`src/rtl/ise_pkg.sv`:
```
// rtl/ise_pkg.sv - shared widths, colour codes and scheduler state encoding for the ISE block
package ise_pkg;

    localparam int IMG_W   = 5;
    localparam int PIX_W   = 14;
    localparam int RGB_W   = 24;
    localparam int NUM_IMG = 32;
    localparam int RES_W   = IMG_W + 2;

    typedef enum logic [1:0] {
        RED   = 2'd0,
        GREEN = 2'd1,
        BLUE  = 2'd2
    } color_e;

    typedef enum logic [2:0] {
        IDLE    = 3'd0,
        LOAD    = 3'd1,
        DRAIN   = 3'd2,
        ACK     = 3'd3,
        COLLECT = 3'd4,
        DONE    = 3'd5
    } state_e;

endpackage

```
`src/rtl/ise_result_buf.sv`:
```
// rtl/ise_result_buf.sv - 32x7 sorted-result register file, synchronous write, combinational read
module ise_result_buf
    import ise_pkg::*;
(
    input  logic             clk,
    input  logic             we,
    input  logic [IMG_W-1:0] waddr,
    input  logic [RES_W-1:0] wdata,
    input  logic [IMG_W-1:0] raddr,
    output logic [RES_W-1:0] rdata
);

    logic [RES_W-1:0] mem [NUM_IMG];

    // contents need no reset: every rank is rewritten before a job reports done
    always_ff @(posedge clk) begin
        if (we) begin
            mem[waddr] <= wdata;
        end
    end

    assign rdata = mem[raddr];

endmodule

```
`src/rtl/ise_frame_scheduler.sv`:
```
// rtl/ise_frame_scheduler.sv - ISE job sequencer: frame fetch, core handshake, result capture (option macro: ISE_SCHED_TIMEOUT_EN)
module ise_frame_scheduler
    import ise_pkg::*;
#(
    parameter int PIX_PER_IMG = 16384
`ifdef ISE_SCHED_TIMEOUT_EN
    ,
    parameter int TIMEOUT_CYC = 4096
`endif
) (
    input  logic                   clk,
    input  logic                   reset,
    input  logic                   start,
    output logic                   sched_busy,
    output logic                   done,
    output logic                   mem_rd,
    output logic [IMG_W+PIX_W-1:0] mem_addr,
    input  logic [RGB_W-1:0]       mem_rdata,
    output logic [IMG_W-1:0]       core_image_index,
    output logic [RGB_W-1:0]       core_pixel,
    output logic                   core_pix_valid,
    input  logic                   core_busy,
    input  logic                   core_out_valid,
    input  logic [1:0]             core_color,
    input  logic [IMG_W-1:0]       core_img_out,
    input  logic [IMG_W-1:0]       res_rd_addr,
    output logic [RES_W-1:0]       res_rd_data,
    output logic                   err
);

    state_e           state, state_nxt;
    logic [IMG_W-1:0] img_cnt;
    logic [PIX_W-1:0] pix_cnt;
    logic [IMG_W-1:0] res_cnt;
    logic             drn_cnt;
    logic             rd_d;
    logic             last_pix;
    logic             last_img;
    logic             start_acc;
    logic             res_we;
    logic             to_fire;

    assign last_pix  = (pix_cnt == PIX_W'(PIX_PER_IMG - 1));
    assign last_img  = (img_cnt == IMG_W'(NUM_IMG - 1));
    assign start_acc = (state == IDLE) && start;
    assign res_we    = (state == COLLECT) && core_out_valid;

    // state-decoded outputs fall to zero with the asynchronous reset
    assign mem_rd           = (state == LOAD);
    assign mem_addr         = mem_rd ? {img_cnt, pix_cnt} : '0;
    assign sched_busy       = (state == LOAD) || (state == DRAIN) || (state == ACK) || (state == COLLECT);
    assign done             = (state == DONE);
    assign core_image_index = img_cnt;

    // state register
    always_ff @(posedge clk or negedge reset) begin
        if (!reset) begin
            state <= IDLE;
        end else begin
            state <= state_nxt;
        end
    end

    // next-state logic; core_busy and core_out_valid only count in their own states
    always_comb begin
        state_nxt = state;
        case (state)
            IDLE:    if (start) state_nxt = LOAD;
            LOAD:    if (last_pix) state_nxt = DRAIN;
            DRAIN:   if (drn_cnt) state_nxt = ACK;
            ACK: begin
                if (core_busy) state_nxt = last_img ? COLLECT : LOAD;
                else if (to_fire) state_nxt = DONE;
            end
            COLLECT: begin
                if (res_we && (res_cnt == IMG_W'(NUM_IMG - 1))) state_nxt = DONE;
                else if (to_fire) state_nxt = DONE;
            end
            DONE:    state_nxt = IDLE;
            default: state_nxt = IDLE;
        endcase
    end

    // image, pixel, result and drain counters
    always_ff @(posedge clk or negedge reset) begin
        if (!reset) begin
            img_cnt <= '0;
            pix_cnt <= '0;
            res_cnt <= '0;
            drn_cnt <= 1'b0;
        end else begin
            if (start_acc) begin
                img_cnt <= '0;
                pix_cnt <= '0;
                res_cnt <= '0;
            end
            if (state == LOAD) begin
                pix_cnt <= last_pix ? '0 : pix_cnt + PIX_W'(1);
                drn_cnt <= 1'b0;
            end
            if (state == DRAIN) begin
                drn_cnt <= 1'b1;
            end
            if ((state == ACK) && core_busy && !last_img) begin
                img_cnt <= img_cnt + IMG_W'(1);
            end
            if (res_we) begin
                res_cnt <= res_cnt + IMG_W'(1);
            end
        end
    end

    // two-stage pixel path: memory returns data one cycle after the strobe, then it is registered to the core
    always_ff @(posedge clk or negedge reset) begin
        if (!reset) begin
            rd_d           <= 1'b0;
            core_pix_valid <= 1'b0;
            core_pixel     <= '0;
        end else begin
            rd_d           <= mem_rd;
            core_pix_valid <= rd_d;
            if (rd_d) begin
                core_pixel <= mem_rdata;
            end
        end
    end

`ifdef ISE_SCHED_TIMEOUT_EN
    logic [11:0] wd_cnt;
    logic        err_q;

    assign to_fire = (wd_cnt == 12'(TIMEOUT_CYC - 1)) &&
                     (((state == ACK) && !core_busy) || ((state == COLLECT) && !core_out_valid));
    assign err     = err_q;

    // watchdog restarts on every state change and every captured result
    always_ff @(posedge clk or negedge reset) begin
        if (!reset) begin
            wd_cnt <= '0;
        end else if ((state_nxt != state) || res_we) begin
            wd_cnt <= '0;
        end else if ((state == ACK) || (state == COLLECT)) begin
            wd_cnt <= wd_cnt + 12'd1;
        end
    end

    // sticky error, cleared only by reset or the next accepted job
    always_ff @(posedge clk or negedge reset) begin
        if (!reset) begin
            err_q <= 1'b0;
        end else if (start_acc) begin
            err_q <= 1'b0;
        end else if (to_fire) begin
            err_q <= 1'b1;
        end
    end
`else
    assign to_fire = 1'b0;
    assign err     = 1'b0;
`endif

    ise_result_buf u_result_buf (
        .clk   (clk),
        .we    (res_we),
        .waddr (res_cnt),
        .wdata ({core_img_out, core_color}),
        .raddr (res_rd_addr),
        .rdata (res_rd_data)
    );

endmodule

```
`config.mk`:
```
export PLATFORM = sky130hd
export DESIGN_NAME = ise_frame_scheduler
export DESIGN_NICKNAME = d
export VERILOG_FILES = /design/src/rtl/ise_pkg.sv /design/src/rtl/ise_result_buf.sv /design/src/rtl/ise_frame_scheduler.sv
export SDC_FILE = /design/constraint.sdc
export NUM_CORES = 1
export LEC_CHECK = 0
export BUFFER_PORTS_ARGS = -buffer_cell sky130_fd_sc_hd__clkbuf_2
export CAP_MARGIN = 15
export CORE_UTILIZATION = 30
export CTS_BUF_LIST = sky130_fd_sc_hd__clkbuf_4 sky130_fd_sc_hd__clkbuf_8 sky130_fd_sc_hd__clkbuf_16
export DETAILED_ROUTE_END_ITERATION = 10
export PLACE_DENSITY_LB_ADDON = 0.3
export SYNTH_ARGS = -nofsm -noshare
export SYNTH_HDL_FRONTEND = slang
export SYNTH_HIERARCHICAL = 1
export SYNTH_SLANG_ARGS = --single-unit
export TNS_END_PERCENT = 50
```
`constraint.sdc`:
```
create_clock -name clk -period 5.15 [get_ports clk]
set_clock_uncertainty 0.15 [all_clocks]
set_input_delay 0.515 -clock clk [delete_from_list [all_inputs] [get_ports clk]]
set_output_delay 0.515 -clock clk [all_outputs]
set_load 0.01 [all_outputs]
```
**After elaboration in Yosys (flattened, before gate mapping)**

Memory sizes are Yosys's and may differ from the RTL's.
Cells that the tools add are included.

- Memory bits (writable): 224
- Output and inout bits: 60
- Register bits: 54
- Input bits: 41
- Logic and storage cells: 58
- Memories: 1

Memory list:

| name | words | bits a word | rd ports | clocked after memory_dff | write ports | line | RTL |
|---|---|---|---|---|---|---|---|
| u_result_buf.mem | 32 | 7 | 1 | 0 | 1 | ise_result_buf.sv:13 | `logic [RES_W-1:0] mem [NUM_IMG];` |

- Reduce and logical (&&, ||, !) cells: 15
- Mux-type cells: 18
- Add/sub/neg operators: 3
- Equal/unequal tests: 13

Operator list:

| cell | count |
|---|---|
| two-way mux 14 bit | 3 |
| two-way mux 19 bit | 1 |
| two-way mux 3 bit | 6 |
| two-way mux 5 bit | 3 |
| case mux 3 bit (5 select lines) | 1 |
| adder 14 x 1 -> 14 bit, second input constant | 1 |
| == test 14 bit, second input constant | 1 |
| adder 5 x 1 -> 5 bit, second input constant | 2 |
| == test 5 bit, second input constant | 2 |
| nonzero test 2 bit | 4 |
| == test 3 x 2 -> 1 bit, second input constant | 2 |
| == test 3 bit, second input constant | 2 |
| inequality test 2 bit, second input constant | 3 |
| logical AND 1 bit | 5 |
| AND reduction 5 bit | 1 |
| two-way mux 1 bit | 4 |
| inequality test 2 x 1 -> 1 bit, second input constant | 2 |
| == test 3 x 1 -> 1 bit, second input constant | 1 |
| logical NOT 3 bit | 1 |
| logical OR 1 bit | 3 |
| logical NOT 1 bit | 1 |

**Longest topological paths before layout**

- Word-level depth: 5
- Gate-level depth with buffers: 7
- Mapped depth without buffers: 7

**By module**

Netlist, hierarchy kept.

By module, submodules not included:

| module | seq. area each (µm²) | instances | cells each | area an instance (µm²) |
|---|---|---|---|---|
| ise_result_buf | 6726.5 | 1 | 363 | 8693.3 |
| ise_frame_scheduler | 1351.3 | 1 | 250 | 2600.0 |

**Worst setup path before layout**

Ideal clock, no wire load.

- Kind: input -> output
- Start: input port res_rd_addr[2]
- End: output port res_rd_data[0]
- Required time: 4.485 ns
- Data arrival time: 2.255 ns
- Stages: 5
- Setup slack: 2.230 ns
- Path buffers: 2
- Path through: clkbuf_1 -> clkbuf_1 -> mux4_2 -> mux4_2 -> mux2_2

- Cells in the longest elaborated chain, start to end: 1

Ends and longest elaborated chain:

| what | line | RTL |
|---|---|---|
| from (decl) | ise_frame_scheduler.sv:26 | `input logic [IMG_W-1:0] res_rd_addr,` |
| memory read (32 x 7 bit) | -- |  |
| to (decl) | ise_frame_scheduler.sv:27 | `output logic [RES_W-1:0] res_rd_data,` |

Every way passes these cells.

**Worst setup path in the final report**

- Start: input port res_rd_addr[0]
- End: output port res_rd_data[0]

The elaborated chain is that of the path after synthesis.

==> flow_metrics.env <==
export IMPL_grt_usage=0.134
export IMPL_async_flop_share=0.194
export IMPL_drt_wl_total_mm=25.0
export IMPL_dieArea_um2=38400
export IMPL_fmax_ghz=0.281
export IMPL_ant_nets=0
export IMPL_r2r_slack_ns=2.24
export IMPL_drv_cap=0
export IMPL_vias=5952
export IMPL_grt_pass1_vias=6065
export IMPL_fp_dieW_um=196
export IMPL_power_frac_comb=0.143
export IMPL_power_density_nw_per_um2=442
export IMPL_p_leak_nw=4.65
export IMPL_finalHoldViolCount=0
export IMPL_ctsResizeCount=0
export IMPL_ys_seq_area_frac=0.715
export IMPL_n_fill_cell=3463
export IMPL_clkTransAtPathRegs_ns=0.06
export IMPL_rsz0062_at_grt="false"
export IMPL_grt_pass1_wl_mm=38.8
export IMPL_wire_per_inst_um=20.5
export IMPL_p_switching_mw=1.55
export IMPL_core_area_um2=36800
export IMPL_finalWorstSetupSlack_ns=1.59
export IMPL_cts_hold_buf=5
export IMPL_synth_top_area_share=0.596
export IMPL_fin_crit_ns=3.56
export IMPL_postCtsSetupBuffers=0
export IMPL_synth_edff_count=224
export IMPL_r2r_cells=4
export IMPL_switching_share=0.263
export IMPL_rr_startpoint="state[1]"
export IMPL_cts_root_buf="clkbuf_16"
export IMPL_syn2layout_area_growth_pct=18.5
export IMPL_netlist_area_um2=11300
export IMPL_tritoncts="done"
export IMPL_setup_violations=0
export IMPL_p_int_mw=4.36
export IMPL_drtPass1Iterations=6
export IMPL_synthDistinctLibCells=45
export IMPL_cp_slowest_cell="mux4_2"
export IMPL_holdPathEnd="core_pixel[14]"
export IMPL_worstReg2RegEnd="u_result_buf/mem[20][6]"
export IMPL_dp_slack_ns=1.53
export IMPL_antenna_found_initial=0
export IMPL_clock_sinks=278
export IMPL_grt_overflow=0
export IMPL_numCtsBuffers=31
export IMPL_post_route_period_util=0.692
export IMPL_holdPathStages=2
export IMPL_startpoint="res_rd_addr[0]"
export IMPL_slew_violations=0
export IMPL_crit_top_cell="mux4_2"
export IMPL_port_buffers=99
export IMPL_seqPwrFrac=0.471
export IMPL_die_h_um=196
export IMPL_htreeDepth=1
export IMPL_clock_power_share=0.386
export IMPL_viasPerCell=4.89
export IMPL_nets=771
export IMPL_gp_congestion=0.749
export IMPL_syn_num_nets=659
export IMPL_cp_arrival_ns=2.90
export IMPL_grt_max_degree=57
export IMPL_status="finished, final reports clean"
export IMPL_setup_worst_path_end_class="output pin"
export IMPL_clk_latency_ns=0.56
export IMPL_yosys_top_cells_area="edfxtp_1 (60%), mux4_2 (14%), dfrtp_1 (12%)"
export IMPL_path_cells="buf_4 -> buf_12 -> mux4_2 -> mux4_2 -> mux2_2 -> clkbuf_2"
export IMPL_syn_avg_cell_area_um2=18.4
export IMPL_ys_seq_elements=278
export IMPL_postSynthCellCount=613
export IMPL_cp_max_fo=33
export IMPL_synth_largest_area_cell="edfxtp_1"
export IMPL_ys_flop_type="edfxtp_1"
export IMPL_start_util=0.307
export IMPL_fin_setup_tns_ns=0
export IMPL_hp_start="mem_rdata[14]"
export IMPL_peakVddDrop_mv=0.290
export IMPL_cpPeakStageDelay_ns=0.56
export IMPL_clockBufferDepth=3
export IMPL_yosys_warnings=6
export IMPL_num_antenna_cells=0
export IMPL_required_ns=4.49
export IMPL_hold_path_class="primary input to flop"
export IMPL_drt_iter0_markers=448
export IMPL_synth_most_common_cell="edfxtp_1"
export IMPL_utilization=0.364
export IMPL_row_count=70
export IMPL_io_pins=101
export IMPL_ys_top_cells_by_count="edfxtp_1 (224), mux4_2 (70), dfrtp_1 (54)"
export IMPL_startpoint_type="primary input"
export IMPL_route_detailed_drc=0
export IMPL_worstSetupPathType="primary input to output pin"
export IMPL_tightest_slew_ns=0.999
export IMPL_slew_headroom=0.326
export IMPL_place_detailed_hpwl_mm=15.7
export IMPL_drive_above_1_share=0.355
[placed cells by master (no fill, tap or decap), types with 3 or more instances in the layout]
master,instances
a21oi_1,7
a22o_1,6
a31oi_1,5
and2_1,14
and3_1,3
buf_4,4
bufinv_16,5
clkbuf_16,31
clkbuf_2,98
clkinv_1,5
clkinv_2,9
dfrtp_1,54
dlygate4sd3_1,5
edfxtp_1,224
ha_1,5
inv_1,7
mux2_2,32
mux4_2,70
nand2_1,27
nand2b_1,3
nand3_1,16
nand3b_1,6
nand4_1,3
nor2_1,50
o21ai_0,18
or3_1,5
or3b_2,3
or4_1,3
[per-layer routing]
metal | up-vias | global-route usage | routed length, um | share of wire
met4 | 0 | 0.0341 | 504 | 0.020
met5 | - | 0 | 0 | 0
met1 | 3021 | 0.188 | 11200 | 0.45
met3 | 38 | 0.0261 | 1490 | 0.059
met2 | 215 | 0.212 | 11800 | 0.47
li1 | 2678 | - | - | -
[power by group through the flow]
stage          clock, mW  sequential [mW]  combinational (mW)
6_report            2.28             2.79               0.845
5_1_grt             2.43             2.82               0.934
4_1_cts             2.35             2.79               0.862
3_5_place_dp           0             2.83               0.859
3_3_place_gp           0             2.83               0.844
2_1_floorplan          0             2.80               0.535
[worst max-delay path: cells and delay by family]
family                 cells  cell delay (ns)
buffers and inverters      3             0.99
muxes                      3             1.36
[final cells by class]
| type | count | area [um2] | share of cell area |
|---|---|---|---|
| clock buffers | 33 | 791 | 0.0591 |
| clock inverters | 25 | 277 | 0.0207 |
| inverters | 8 | 30.0 | 0.00224 |
| multi-input cells | 298 | 3040 | 0.227 |
| flip-flops and latches | 278 | 8080 | 0.603 |
| well taps | 468 | 586 | 0.0437 |
| repair buffers | 108 | 591 | 0.0441 |
[per-stage QoR]
step | hold WS [ns] | area, um2 | instances | power, mW
2_1_floorplan | 0.0694 | 11300 | 613 | 3.33
3_3_place_gp | 0.324 | 12300 | 1155 | 3.67
3_5_place_dp | 0.331 | 12300 | 1155 | 3.69
4_1_cts | 0.000158 | 13400 | 1218 | 6.00
5_1_grt | 0.0142 | 13400 | 1218 | 6.18
6_report | 0.0307 | 13400 | 1218 | 5.91
[worst max path at each step]
stage | cells past startpoint | to
after CTS | 6 | res_rd_data[0]
final | 6 | res_rd_data[0]
after detailed placement | 6 | res_rd_data[0]
after global routing | 6 | res_rd_data[0]
after global placement | 6 | res_rd_data[4]
after floorplan | 5 | res_rd_data[0]
[logic make-up after synthesis]
group	after synthesis	share of synthesized area
AOI/OAI and AO/OA	45	0.0254
adders and majority gates	5	0.00554
and+or+nand+nor	143	0.0639
muxes	102	0.172
buffers and inverters	37	0.0165
other	1	0.000332
xor gates and xnor gates	2	0.00155
DFF	278	0.715
[registers in the layout, summed over array words and instances (netlist names)]
signal            flops
u_result_buf/mem    224
core_image_index      5
res_cnt               5
core_pixel           24
state                 3
core_pix_valid        1
pix_cnt              14
rd_d                  1
drn_cnt               1
Note: power is estimated with default switching activity, not from simulation.
